**config.mk**
```make
export PLATFORM = sky130hd
export DESIGN_NAME = display_7seg_mux
export DESIGN_NICKNAME = d
export VERILOG_FILES = /design/src/rtl/display_pkg.sv /design/src/rtl/bcd_to_7seg.sv /design/src/rtl/display_7seg_mux.sv
export SDC_FILE = /design/constraint.sdc
export NUM_CORES = 1
export LEC_CHECK = 0
export ABC_AREA = 1
export CAP_MARGIN = 20
export CORE_UTILIZATION = 49
export CTS_CLUSTER_DIAMETER = 50
export DETAILED_ROUTE_END_ITERATION = 7
export GPL_ROUTABILITY_DRIVEN = 0
export HOLD_SLACK_MARGIN = 0.02
export PLACE_DENSITY = 0.75
export SYNTH_ARGS = -nofsm -noshare
export SYNTH_HDL_FRONTEND = slang
export SYNTH_SLANG_ARGS = --single-unit
```
**constraint.sdc**
```tcl
create_clock -name clk -period 1.78 [get_ports clk]
set_clock_uncertainty 0.15 [all_clocks]
set_input_delay 0.178 -clock clk [delete_from_list [all_inputs] [get_ports clk]]
set_output_delay 0.178 -clock clk [all_outputs]
set_load 0.005 [all_outputs]
```
**src/rtl/display_pkg.sv**
```systemverilog
// Shared constants for the seven-segment display path.
// Segment vectors are {g,f,e,d,c,b,a}, active-low.
package display_pkg;

  localparam int unsigned NUM_DIGITS = 4;

  localparam logic [6:0] SEG_0     = 7'h40;
  localparam logic [6:0] SEG_1     = 7'h79;
  localparam logic [6:0] SEG_2     = 7'h24;
  localparam logic [6:0] SEG_3     = 7'h30;
  localparam logic [6:0] SEG_4     = 7'h19;
  localparam logic [6:0] SEG_5     = 7'h12;
  localparam logic [6:0] SEG_6     = 7'h02;
  localparam logic [6:0] SEG_7     = 7'h78;
  localparam logic [6:0] SEG_8     = 7'h00;
  localparam logic [6:0] SEG_9     = 7'h10;
  localparam logic [6:0] SEG_DASH  = 7'h3F;
  localparam logic [6:0] SEG_BLANK = 7'h7F;

endpackage

```
**src/rtl/bcd_to_7seg.sv**
```systemverilog
// Combinational BCD to active-low seven-segment decoder.
// Codes 10-15 are not valid BCD and show a dash.
module bcd_to_7seg
  import display_pkg::*;
(
  input  logic [3:0] bcd_i,
  output logic [6:0] seg_o
);

  // Pure table lookup; default covers the invalid BCD range.
  always_comb begin
    seg_o = SEG_DASH;
    case (bcd_i)
      4'd0:    seg_o = SEG_0;
      4'd1:    seg_o = SEG_1;
      4'd2:    seg_o = SEG_2;
      4'd3:    seg_o = SEG_3;
      4'd4:    seg_o = SEG_4;
      4'd5:    seg_o = SEG_5;
      4'd6:    seg_o = SEG_6;
      4'd7:    seg_o = SEG_7;
      4'd8:    seg_o = SEG_8;
      4'd9:    seg_o = SEG_9;
      default: seg_o = SEG_DASH;
    endcase
  end

endmodule

```
**src/rtl/display_7seg_mux.sv**
```systemverilog
// Time-multiplexed driver for a 4-digit common-anode seven-segment display.
// Digits are latched into shadow registers on load, scanned one per refresh
// slot, and driven out through registered active-low seg/dp/an pins.
module display_7seg_mux
  import display_pkg::*;
#(
  parameter int unsigned REFRESH_DIV = 50000,
  parameter int unsigned DEAD_CYCLES = 2,
  parameter int unsigned BLINK_SLOTS = 256
) (
  input  logic       clk,
  input  logic       rst,
  input  logic       load,
  input  logic [3:0] dig3,
  input  logic [3:0] dig2,
  input  logic [3:0] dig1,
  input  logic [3:0] dig0,
  input  logic [3:0] dp_mask,
  input  logic       lzb_en,
  input  logic       blink_en,
  output logic [6:0] seg,
  output logic       dp,
  output logic [3:0] an
);

  localparam int unsigned PresW  = $clog2(REFRESH_DIV);
  localparam int unsigned BlinkW = (BLINK_SLOTS > 1) ? $clog2(BLINK_SLOTS) : 1;
  localparam int unsigned IdxW   = $clog2(NUM_DIGITS);

  localparam logic [PresW-1:0]  PresMax  = PresW'(REFRESH_DIV - 1);
  localparam logic [PresW-1:0]  DeadVal  = PresW'(DEAD_CYCLES);
  localparam logic [BlinkW-1:0] BlinkMax = BlinkW'(BLINK_SLOTS - 1);

  // Shadow copies of the digit inputs; the scan only ever reads these.
  logic [NUM_DIGITS-1:0][3:0] digits_q;
  logic [NUM_DIGITS-1:0]      mask_q;

  logic [PresW-1:0]  presc_q, presc_d;
  logic [IdxW-1:0]   idx_q, idx_d;
  logic [BlinkW-1:0] blink_cnt_q, blink_cnt_d;
  logic              blink_ph_q, blink_ph_d;
  logic              wrap;

  logic [3:0]            cur_digit;
  logic                  cur_dp;
  logic [NUM_DIGITS-1:0] zero_vec;
  logic [NUM_DIGITS-1:0] blank_vec;
  logic                  cur_blank;
  logic [6:0]            dec_seg;

  logic [6:0] seg_q, seg_d;
  logic       dp_q, dp_d;
  logic [3:0] an_q, an_d;

  // Capture new digits and decimal points on load.
  always_ff @(posedge clk) begin
    if (rst) begin
      digits_q <= '0;
      mask_q   <= '0;
    end else if (load) begin
      digits_q <= {dig3, dig2, dig1, dig0};
      mask_q   <= dp_mask;
    end
  end

  // Slot timing: prescaler wrap advances the scan and the blink counter.
  always_comb begin
    wrap        = (presc_q == PresMax);
    presc_d     = presc_q + PresW'(1);
    idx_d       = idx_q;
    blink_cnt_d = blink_cnt_q;
    blink_ph_d  = blink_ph_q;
    if (wrap) begin
      presc_d = '0;
      idx_d   = idx_q + IdxW'(1);
      if (blink_cnt_q == BlinkMax) begin
        blink_cnt_d = '0;
        blink_ph_d  = ~blink_ph_q;
      end else begin
        blink_cnt_d = blink_cnt_q + BlinkW'(1);
      end
    end
  end

  // Counter state registers.
  always_ff @(posedge clk) begin
    if (rst) begin
      presc_q     <= '0;
      idx_q       <= '0;
      blink_cnt_q <= '0;
      blink_ph_q  <= 1'b0;
    end else begin
      presc_q     <= presc_d;
      idx_q       <= idx_d;
      blink_cnt_q <= blink_cnt_d;
      blink_ph_q  <= blink_ph_d;
    end
  end

  // Leading-zero blanking: a digit blanks only if it and every digit above it is zero.
  always_comb begin
    for (int i = 0; i < NUM_DIGITS; i++) begin
      zero_vec[i] = (digits_q[i] == 4'd0);
    end
    blank_vec[3] = zero_vec[3];
    blank_vec[2] = zero_vec[3] & zero_vec[2];
    blank_vec[1] = zero_vec[3] & zero_vec[2] & zero_vec[1];
    blank_vec[0] = 1'b0;
  end

  assign cur_digit = digits_q[idx_q];
  assign cur_dp    = mask_q[idx_q];
  assign cur_blank = lzb_en & blank_vec[idx_q];

  bcd_to_7seg u_dec (
    .bcd_i (cur_digit),
    .seg_o (dec_seg)
  );

  // Next pin values; anode is held off during dead time and the blink-off phase.
  always_comb begin
    seg_d = cur_blank ? SEG_BLANK : dec_seg;
    dp_d  = ~cur_dp;
    an_d  = 4'hF;
    if ((presc_q >= DeadVal) && !(blink_en && blink_ph_q)) begin
      an_d[idx_q] = 1'b0;
    end
  end

  // Output registers.
  always_ff @(posedge clk) begin
    if (rst) begin
      seg_q <= SEG_BLANK;
      dp_q  <= 1'b1;
      an_q  <= 4'hF;
    end else begin
      seg_q <= seg_d;
      dp_q  <= dp_d;
      an_q  <= an_d;
    end
  end

  assign seg = seg_q;
  assign dp  = dp_q;
  assign an  = an_q;

endmodule

```
==> summary.txt <==
Floorplan
  • Num ports: 37
  • Die area: 0.00608 mm²
  • # rows: 27
  • Chip Height: 78.0 µm
  • Die Wd: 78.0 µm
  • Core area: 0.00554 mm²
  • Starting Density: 51.1%

Layout
  • Layout cells sized above 1: 9.62%
  • Nets@finish: 479
  • Most common cell after layout, fill and taps aside: nor2_1
  • Most frequent cells in the layout: 75 x nor2_1, 74 x nand2_1, 56 x dfxtp_1, 36 x nand3_1, 36 x clkdlybuf4s50_1
  • Antenna Cells: 0
  • Finished Core Util: 62.8%
  • Filler instances: 531
  • Synth-to-Final Area Change: 23.0%

Drt
  • Post-DRT Antenna Nets: 0
  • Detailed Routing Iterations Pass 1: 4
  • Iter 0 DRT Violations: 137
  • DR vias: 2623
  • Routed len/inst: 11.7 µm
  • Vias/cell: 5.05
  • DRC viols: 0
  • Routed WL: 6090 µm

Clock tree
  • CTS Root Cell: clkbuf_8
  • Post CTS Setup Buffer Count: 0
  • Clk sink count: 59
  • Clk_lat worst skew: 340 ps
  • Total CTS buffers: 9
  • H-tree levels: 3
  • Max clock buf depth: 2
  • Clock Pin Slew Worst Setup and Hold Paths: 60 ps
  • TritonCTS clock tree: built

Timing
  • Slew of the pin with the lowest slew margin: 672 ps
  • Max_slew headroom: 55.1%
  • Slew Limit Fails: 0
  • Fin Setup TNS: 0 ps
  • Period utilisation layout: 94.9%
  • Max Clk Rate: 0.592 GHz
  • Minimum clock period: 1690 ps
  • Hold Vio Cnt, Final: 0
  • Final WS setup: 90.5 ps
  • Final Setup Violations: 0
  • Hold_ws: 272 ps
  • RSZ-0062 raised after global routing: false

Synth
  • Synth Instances: 396
  • Post-synthesis sequential area ratio: 41.8%
  • Avg Inst Size Synth: 7.14 µm²
  • Top cells by area, synth: dfxtp_1 42%, nor2_1 10%, nand2_1 10%
  • Area fraction of the dominant cell type after synthesis: 41.8%
  • Synth Cell Area: 0.00283 mm²
  • Synth area leader: dfxtp_1
  • Number of synthesized register bits: 59
  • Synth warnings: 0
  • Syn nets: 433
  • Number of distinct library cells after synthesis: 27

Global routing
  • Vias in the first global route: 2464
  • Grt ovf: 0
  • Global-route wire length before repair: 10800 µm
  • Initial antenna violation count: 0
  • Largest net degree at the start of global routing: 26
  • Total track usage: 22.7%

Hold path
  • Hold Path Class: primary input to register

Setup path
  • Critical path arrival: 1750 ps
  • Worst-path fanout max: 6
  • Critical path type: register to register
  • Crit start category: register
  • CP endpoint kind: register
  • CP Data Required Time: 1840 ps

Power
  • Pleak: 1.39 nW
  • Pwr Total: 0.00277 W
  • Peak supply drop: 0.430 mV
  • Pwr Density: 796 mW/mm²

Status
  • Status: completed

Placement
  • Final HPWL from detailed placement: 4310 µm
  • Pre-CTS WS: -14.3 ps
  • Port Buf Inserts: 36

Flow run
  • MaxCap Viol Count: 0
[worst paths after layout]
kind / from / end / slack, ps / cells after the start
worst max register to register: idx_q[1] / seg[3] / 90 / 9
worst min-delay path: dig1[0] / digits_q[4] / 270 / 3
worst max-delay path: idx_q[1] / seg[3] / 90 / 9
worst min register to register: presc_q[0] / presc_q[0] / 290 / 1
[power by group]
part	total, W	switching [W]	internal (W)	leakage (nW)
logic	0.000276	0.000132	0.000143	0.814
clock network	0.00109	0.000508	0.000578	0.0905
registers	0.00141	0.0000314	0.00138	0.485
total	0.00277	0.000671	0.00210	1.39
[through the flow]
stage / area [µm²] / std cells
after floorplan: 2830 / 396
after global placement: 3280 / 503
after detailed placement: 3280 / 503
after CTS: 3460 / 519
after global routing: 3480 / 519
final: 3480 / 519
[flip-flops by register name (all words and copies together), names as in the netlist]
signal	count
digits_q	16
presc_q	16
blink_cnt_q	8
seg	7
an	4
mask_q	4
idx_q	2
blink_ph_q	1
dp	1
[worst max-delay path, cell delays in order, from the launching register on]
cell	delay (ps)
dfxtp_1	440
inv_2	100
a21oi_1	110
o21ai_0	90
nand2_1	90
inv_1	80
ha_1	280
nand2_1	70
nand3_1	80
nand3_1	70
[timing repair]
action / in CTS / in global routing
setup endpoints to repair: 3 / 24
pin swaps: 0 / 1
hold buffers: 0 / 0
resized for setup: 1 / 8
[Yosys cell counts]
cell type  instances
buf_1              1
nor3_1             4
a21oi_1           25
o21ai_0           32
nand2_2            4
nor2_4             3
nand3_1           36
or2_2              1
xnor2_1            2
xor2_1             6
dfxtp_1           59
nor3b_1            3
inv_1             34
o21bai_2           1
nand2_1           75
ha_1              12
nor4_1             2
inv_2              3
o21ai_2            1
nand4_1            3
nand2_4            1
a21boi_0           1
nand3_2            1
nor2_1            76
clkbuf_1           5
buf_6              3
nor2_2             2
[area by class of cell]
cell class	count	area, µm²	share of cell area [%]
multi-input cells	291	1470	42.3
flip-flops and latches	59	1190	34.1
repair buffers	44	420	12.1
clock buffers	14	163	4.67
inverters	37	139	3.99
well taps	72	90.1	2.59
clock inverters	2	10.0	0.288
[routing by layer]
layer	vias to the layer above	global-route usage, %	wire length [µm]
met5	-	0	0
met3	10	6.35	258
li1	1362	-	-
met2	58	39.2	3020
met4	0	9.07	92
met1	1193	26.5	2720
[kinds of logic after synthesis]
| logic type | after synthesis | synth area share, % |
|---|---|---|
| xor+xnor | 8 | 2.48 |
| compound gates | 60 | 11.1 |
| buf+inv | 46 | 6.90 |
| flops | 59 | 41.8 |
| simple gates | 211 | 32.5 |
| fa+ha+maj | 12 | 5.31 |
No activity file was read; power rests on OpenSTA's default activity.
